$ cat src/rtl/demux_pkg.sv
// Shared definitions for the nibble demultiplexer.
//   DEMUX_DATA_W : default payload width in bits
//   slot_state_t : state of a one-entry destination buffer (EMPTY / FULL)
package demux_pkg;

  localparam int DEMUX_DATA_W = 4;

  typedef enum logic {
    EMPTY = 1'b0,
    FULL  = 1'b1
  } slot_state_t;

endpackage

$ cat src/rtl/demux_slot.sv
// One-entry valid/ready buffer used as a demux destination.
//
// Handshake: a transfer happens on a rising edge where valid && ready on
// that side. in_ready is combinational: EMPTY, or FULL while out_ready is
// high, which means the buffer drains and refills on the same edge. ready
// never depends on valid on the same side.
//
// Ports:
//   clk, rst             clock, asynchronous active-low reset
//   in_data/in_valid     payload offered to this slot (already steered)
//   in_ready             slot can take a payload this cycle
//   out_data/out_valid   buffered payload / buffer FULL
//   out_ready            downstream consumes the payload this cycle
//   state                current slot state, exposed for debug/checkers
module demux_slot
  import demux_pkg::*;
#(
  parameter int DATA_W = DEMUX_DATA_W
) (
  input  logic              clk,
  input  logic              rst,
  input  logic [DATA_W-1:0] in_data,
  input  logic              in_valid,
  output logic              in_ready,
  output logic [DATA_W-1:0] out_data,
  output logic              out_valid,
  input  logic              out_ready,
  output slot_state_t       state
);

  slot_state_t       state_q;
  slot_state_t       state_d;
  logic [DATA_W-1:0] data_q;
  logic              load;

  assign in_ready  = (state_q == EMPTY) || out_ready;
  assign load      = in_valid && in_ready;
  assign out_valid = (state_q == FULL);
  assign out_data  = data_q;
  assign state     = state_q;

  always_ff @(posedge clk or negedge rst) begin
    if (!rst) begin
      state_q <= EMPTY;
    end else begin
      state_q <= state_d;
    end
  end

  // A FULL slot that is drained and refilled on the same edge stays FULL.
  always_comb begin
    state_d = state_q;
    case (state_q)
      EMPTY: if (in_valid) state_d = FULL;
      FULL:  if (out_ready && !in_valid) state_d = EMPTY;
      default: state_d = EMPTY;
    endcase
  end

  // Data is only written on a load, so it keeps its last value when EMPTY.
  always_ff @(posedge clk or negedge rst) begin
    if (!rst) begin
      data_q <= '0;
    end else if (load) begin
      data_q <= in_data;
    end
  end

endmodule

$ cat src/rtl/nibble_demux.sv
// Two-way valid/ready demultiplexer with one-entry buffer per destination.
//
// Handshake: every port pair follows valid/ready; a transfer happens on a
// rising edge where both are high. in_ready reflects only the currently
// targeted buffer and never depends on in_valid, so changing the target
// while stalled simply retargets the pending offer.
//
// Configuration macro NIBBLE_DEMUX_AUTO_TOGGLE_EN: when defined, select is
// ignored and an internal toggle bit (reset 0) picks the destination,
// flipping after each accepted input transfer.
//
// Ports:
//   clk, rst                   clock, asynchronous active-low reset
//   in_data/in_valid/in_ready  upstream payload handshake
//   select                     destination (0 -> out0, 1 -> out1)
//   outN_data/outN_valid       registered payload per destination
//   outN_ready                 destination consumes payload this cycle
module nibble_demux
  import demux_pkg::*;
#(
  parameter int DATA_W = DEMUX_DATA_W
) (
  input  logic              clk,
  input  logic              rst,
  input  logic [DATA_W-1:0] in_data,
  input  logic              in_valid,
  output logic              in_ready,
  input  logic              select,
  output logic [DATA_W-1:0] out0_data,
  output logic              out0_valid,
  input  logic              out0_ready,
  output logic [DATA_W-1:0] out1_data,
  output logic              out1_valid,
  input  logic              out1_ready
);

  logic        target;
  logic        slot0_ready;
  logic        slot1_ready;
  slot_state_t slot0_state;
  slot_state_t slot1_state;

`ifdef NIBBLE_DEMUX_AUTO_TOGGLE_EN
  logic toggle_q;
  wire  unused_select = select;

  // Only accepted transfers advance the round-robin choice.
  always_ff @(posedge clk or negedge rst) begin
    if (!rst) begin
      toggle_q <= 1'b0;
    end else if (in_valid && in_ready) begin
      toggle_q <= ~toggle_q;
    end
  end

  assign target = toggle_q;
`else
  assign target = select;
`endif

  // The upstream handshake sees only the targeted slot; the other slot
  // never receives in_valid, so it is untouched by the input side.
  assign in_ready = target ? slot1_ready : slot0_ready;

  demux_slot #(.DATA_W(DATA_W)) u_slot0 (
    .clk       (clk),
    .rst       (rst),
    .in_data   (in_data),
    .in_valid  (in_valid && !target),
    .in_ready  (slot0_ready),
    .out_data  (out0_data),
    .out_valid (out0_valid),
    .out_ready (out0_ready),
    .state     (slot0_state)
  );

  demux_slot #(.DATA_W(DATA_W)) u_slot1 (
    .clk       (clk),
    .rst       (rst),
    .in_data   (in_data),
    .in_valid  (in_valid && target),
    .in_ready  (slot1_ready),
    .out_data  (out1_data),
    .out_valid (out1_valid),
    .out_ready (out1_ready),
    .state     (slot1_state)
  );

  // Slot state is mirrored on out_valid; keep the debug states observable
  // without adding top-level ports.
  wire unused_states = (slot0_state == FULL) ^ (slot1_state == FULL);

endmodule
$ cat config.mk
export PLATFORM = sky130hd
export DESIGN_NAME = nibble_demux
export DESIGN_NICKNAME = d
export VERILOG_FILES = /design/src/rtl/demux_pkg.sv /design/src/rtl/demux_slot.sv /design/src/rtl/nibble_demux.sv
export SDC_FILE = /design/constraint.sdc
export NUM_CORES = 1
export LEC_CHECK = 0
export ABC_AREA = 0
export ABC_CLOCK_PERIOD_IN_PS = 1300
export CAP_MARGIN = 20
export CORE_AREA = 2 2 39 41
export DETAILED_ROUTE_END_ITERATION = 7
export DIE_AREA = 0 0 41 43
export GPL_TIMING_DRIVEN = 1
export PLACE_DENSITY = 0.72
export SETUP_SLACK_MARGIN = 0.02
export SKIP_LAST_GASP = 1
export SLEW_MARGIN = 20
export SYNTH_ARGS = -nofsm -noshare
export SYNTH_HDL_FRONTEND = slang
export SYNTH_SLANG_ARGS = --single-unit
$ cat constraint.sdc
create_clock -name clk -period 1.3 [get_ports clk]
set_input_delay 0.26 -clock clk [delete_from_list [all_inputs] [get_ports clk]]
set_output_delay 0.26 -clock clk [all_outputs]
set_load 0.01 [all_outputs]
---- Word level (Yosys, flattened, before mapping) ----
Index checks and enable logic that the tools add are counted.
storage, ports and cells
  bits in registers ....................... 10
  bits of input ports ..................... 10
  output and inout port bits .............. 11
  word-level logic and storage cells ...... 24
cells by class
  multiplexer cells ....................... 7
  bitwise gates (word level) .............. 2
  reduce and logical (&&, ||, !) cells .... 11
operators by type and width
  kind                                number
  1-bit logical AND                   6
  1-bit two-way mux                   5
  1-bit case mux with 2 select lines  2
  1-bit logical NOT                   3
  1-bit logical OR                    2
  1-bit NOT                           2

---- Longest topological paths before layout ----
  depth in word-level cells ............... 6
  mapped depth ............................ 3
  gate-level depth less buffers ........... 3

---- Modules after synthesis ----
Synthesis repeated with hierarchy kept, for this count alone.
unflattened totals
  cells, all modules ...................... 29
  area total of the unflattened synthesis .. 481.7 um^2
modules (own cells, without submodules)
  module        instances  cells an instance  area an instance (um^2)
  demux_slot    2          13                 225.2
  nibble_demux  1          3                  31.3

---- Least setup slack after synthesis ----
No wires, ideal clock.
  kind .................................... register to register
  start point ............................. register u_slot0.state_q (netlist: u_slot0.out_valid)
  end point ............................... register u_slot0.data_q[0] (netlist: u_slot0.out_data[0])
  library setup time ...................... 0.125 ns
  data arrival time ....................... 1.004 ns
  slack ................................... 0.171 ns
  cell stages (with the launch flop) ...... 4
  clock period less this slack ............ 1.129 ns
  path through ............................ dfrtp_1 > nand2b_4 > nor2b_4 > mux2_2
between the ends
  word-level cells in the longest chain between the ends .. 3
RTL lines
  what                    line              source
  start, declared         demux_slot.sv:31  slot_state_t state_q;
  start signal, assigned  demux_slot.sv:46  state_q <= state_d;
  1-bit NOT               -
  1-bit logical OR        demux_slot.sv:36  assign in_ready = (state_q == EMPTY) || out_ready;
  1-bit logical AND       demux_slot.sv:37  assign load = in_valid && in_ready;
  end signal, assigned    demux_slot.sv:65  data_q <= in_data;
  end, declared           demux_slot.sv:33  logic [DATA_W-1:0] data_q;
Every way passes these cells.
A chain may end at the register's enable or synchronous reset.

---- Final worst setup path ----
  start point ............................. register u_slot0.state_q (netlist: u_slot0.out_valid)
  end point ............................... output port in_ready
between the ends
  word-level cells in the longest chain between the ends .. 3
RTL lines
  what               line                source
  1-bit NOT          -
  1-bit logical OR   demux_slot.sv:36
  1-bit two-way mux  nibble_demux.sv:63  assign in_ready = target ? slot1_ready : slot0_ready;
  end, declared      nibble_demux.sv:27  output logic in_ready,
Every way passes these cells.

==> reports/results.ini <==
[status]
outcome = finished clean

[global_routing]
grt_max_degree = 11
grt_pass1_vias = 307
antenna_found_initial = 0
grtUsageTotal = 0.114
grt_pass1_wl_um = 1250
grt_overflow = 0

[layout]
drive_gt1_frac = 0.426
postLayoutCellArea_um2 = 688
final_nets = 66
n_antenna_cell = 0
post-route-util = 0.497
syn_to_final_growth_pct = 60.3

[placement]
port_buffers = 20
place.gp.congestion = 0.644
dpl_cell_area_um2 = 672

[clock_network]
clkLatencyLatePin_ps = 260
hold_buffers = 0
clk_pin_slew_ps = 60
cts.sink_count = 10
cts_tree = done
numCtsBuffers = 3
clockBufferDepth = 2
htreeDepth = 1
cts-root-buf = clkbuf_4
post-cts-setup-buffers = 0

[power]
p_per_area_nw_per_um2 = 1180
ir_drop_mv = 0.485
p_leak_uw = 0.000336

[routing]
postRouteAntennaNets = 0
drc = 0
drt_iter0_drc = 0
drtPass1Iterations = 1
viasPerCell = 4.23
vias = 296
wire_per_inst_um = 11.4
drt_wl_total_um = 795

[timing]
finalSetupViolCount = 0
fin_crit_ps = 1250
slew_viol_final = 0
max_clock_freq_ghz = 0.802
fin_skew_ps = 0.580
timing.final.crit_share = 0.959
worst_slew_pin_slew_ps = 436
maxSlewHeadroom = 0.708
rsz0062_at_grt = true
hold_viol = 0

[worst_setup_path]
rr_endpoint = u_slot0.out_data[3]
worstPathArrival_ps = 990
crit_type = reg2out
critPathCaptureType = output pin
crit_required_ps = 1040
worst-r2r-setup-slack_ps = 70
startpoint_type = flop
r2r_start = u_slot0.out_valid
critPathMaxFanout = 2
reg2regPathDepth = 4

[die]
row_count = 14
start_util = 0.310
dieArea_um2 = 1760
ios = 21
die_w_um = 41
core-area_um2 = 1380
die_y_um = 43

[yosys]
avgSynthCellArea_um2 = 15.3
synth.area.top_cells = dfrtp_1 58%, mux2_2 21%, nand2b_4 6.4%, nor2b_4 6.4%, nor2_4 2.6%
synth_seq_area_share = 0.583
synth_nets = 38
yosysWarnings = 0
synth_top_area_cell = dfrtp_1
ys_types = 9
synth_top_area_frac = 0.583
syn_inst = 28
ys_ff_latch = 10
syn_area_um2 = 429

[run]
max_cap_violations = 0

[hold_path]
hold_class = in2async

[synth_stat cells]
cell	n
nor2_1	1
nand2b_4	2
a21oi_1	1
nor2_4	1
mux2_2	8
nand2_1	2
dfrtp_1	10
nand2b_1	1
nor2b_4	2
[through the flow]
stage	total power [µW]	instances	TNS [ps]	hold slack (ps)	worst slack (ps)
floorplan	491	28	0	-35.6	171
global placement	650	67	-2880	492	-470
detailed placement	656	67	-2970	500	-485
CTS	828	70	0	322	8.76
global route	864	70	-14.1	338	-14.1
finish	814	70	0	308	53.2
[cell families (layout without fill, tap and decap cells)]
logic type / after synthesis / count (layout) / share of synthesized area
and+or+nand+nor: 9 / 9 / 0.195
muxes: 8 / 8 / 0.210
DFF: 10 / 10 / 0.583
AOI/OAI and AO/OA: 1 / 1 / 0.0117
buffers and inverters: 0 / 26 / 0
[worst max-delay path, cell delays in order (launching register included)]
cell and delay, ps:
dfrtp_1 400, nand2b_4 80, nor2_2 40, a21oi_2 80, buf_2 130
[report_power, final]
group          internal, µW  switching (µW)  leakage, µW  total (µW)
clock                   107            98.3    0.0000138         205
sequential              362            25.4     0.000118         387
combinational           133            88.3     0.000203         221
total                   602             212     0.000336         814
[how the worst max path moves through the flow]
stage	from	end	slack, ps
floorplan	u_slot0.out_valid	u_slot0.out_data[0]	170
global placement	out0_ready	in_ready	-470
detailed placement	out0_ready	in_ready	-490
CTS	u_slot1.out_valid	in_ready	9
global route	u_slot1.out_valid	in_ready	-10
finish	u_slot0.out_valid	in_ready	50
[repair_timing]
action	4_1_cts	5_1_grt
cloned	0	0
pin swaps	1	1
setup endpoints to repair	19	2
resized for setup	19	3
[sequential cells by signal (all words and copies together), names as in the netlist]
signal and cells:
u_slot0.out_data 4, u_slot0.out_valid 1, u_slot1.out_data 4, u_slot1.out_valid 1
[routing by layer]
metal | part of all wire | track usage | wire (µm)
met1 | 0.42 | 0.122 | 335
met2 | 0.49 | 0.172 | 387
met3 | 0.091 | 0.0314 | 72
met4 | 0 | 0.100 | 0
met5 | 0 | 0 | 0
[cell type report]
cell class / instances / area, µm²
Sequential cell: 10 / 250
Tap cell: 16 / 20.0
Clock buffer: 3 / 22.5
Fill cell: 137 / 696
Timing Repair Buffer: 23 / 204
Multi-Input combinational cell: 18 / 191
[cell usage in the layout, fill, tap and decap left out, drive strengths merged]
master         synthesis  final
dfrtp                 10     10
clkdlybuf4s50          0      5
nor2b                  2      2
mux2                   8      8
clkbuf                 0      3
nand2b                 3      3
dlymetal6s2s           0      1
dlygate4sd2            0     13
a21oi                  1      1
nand2                  2      2
buf                    0      4
nor2                   2      2
(Power assumes the default switching activity.)
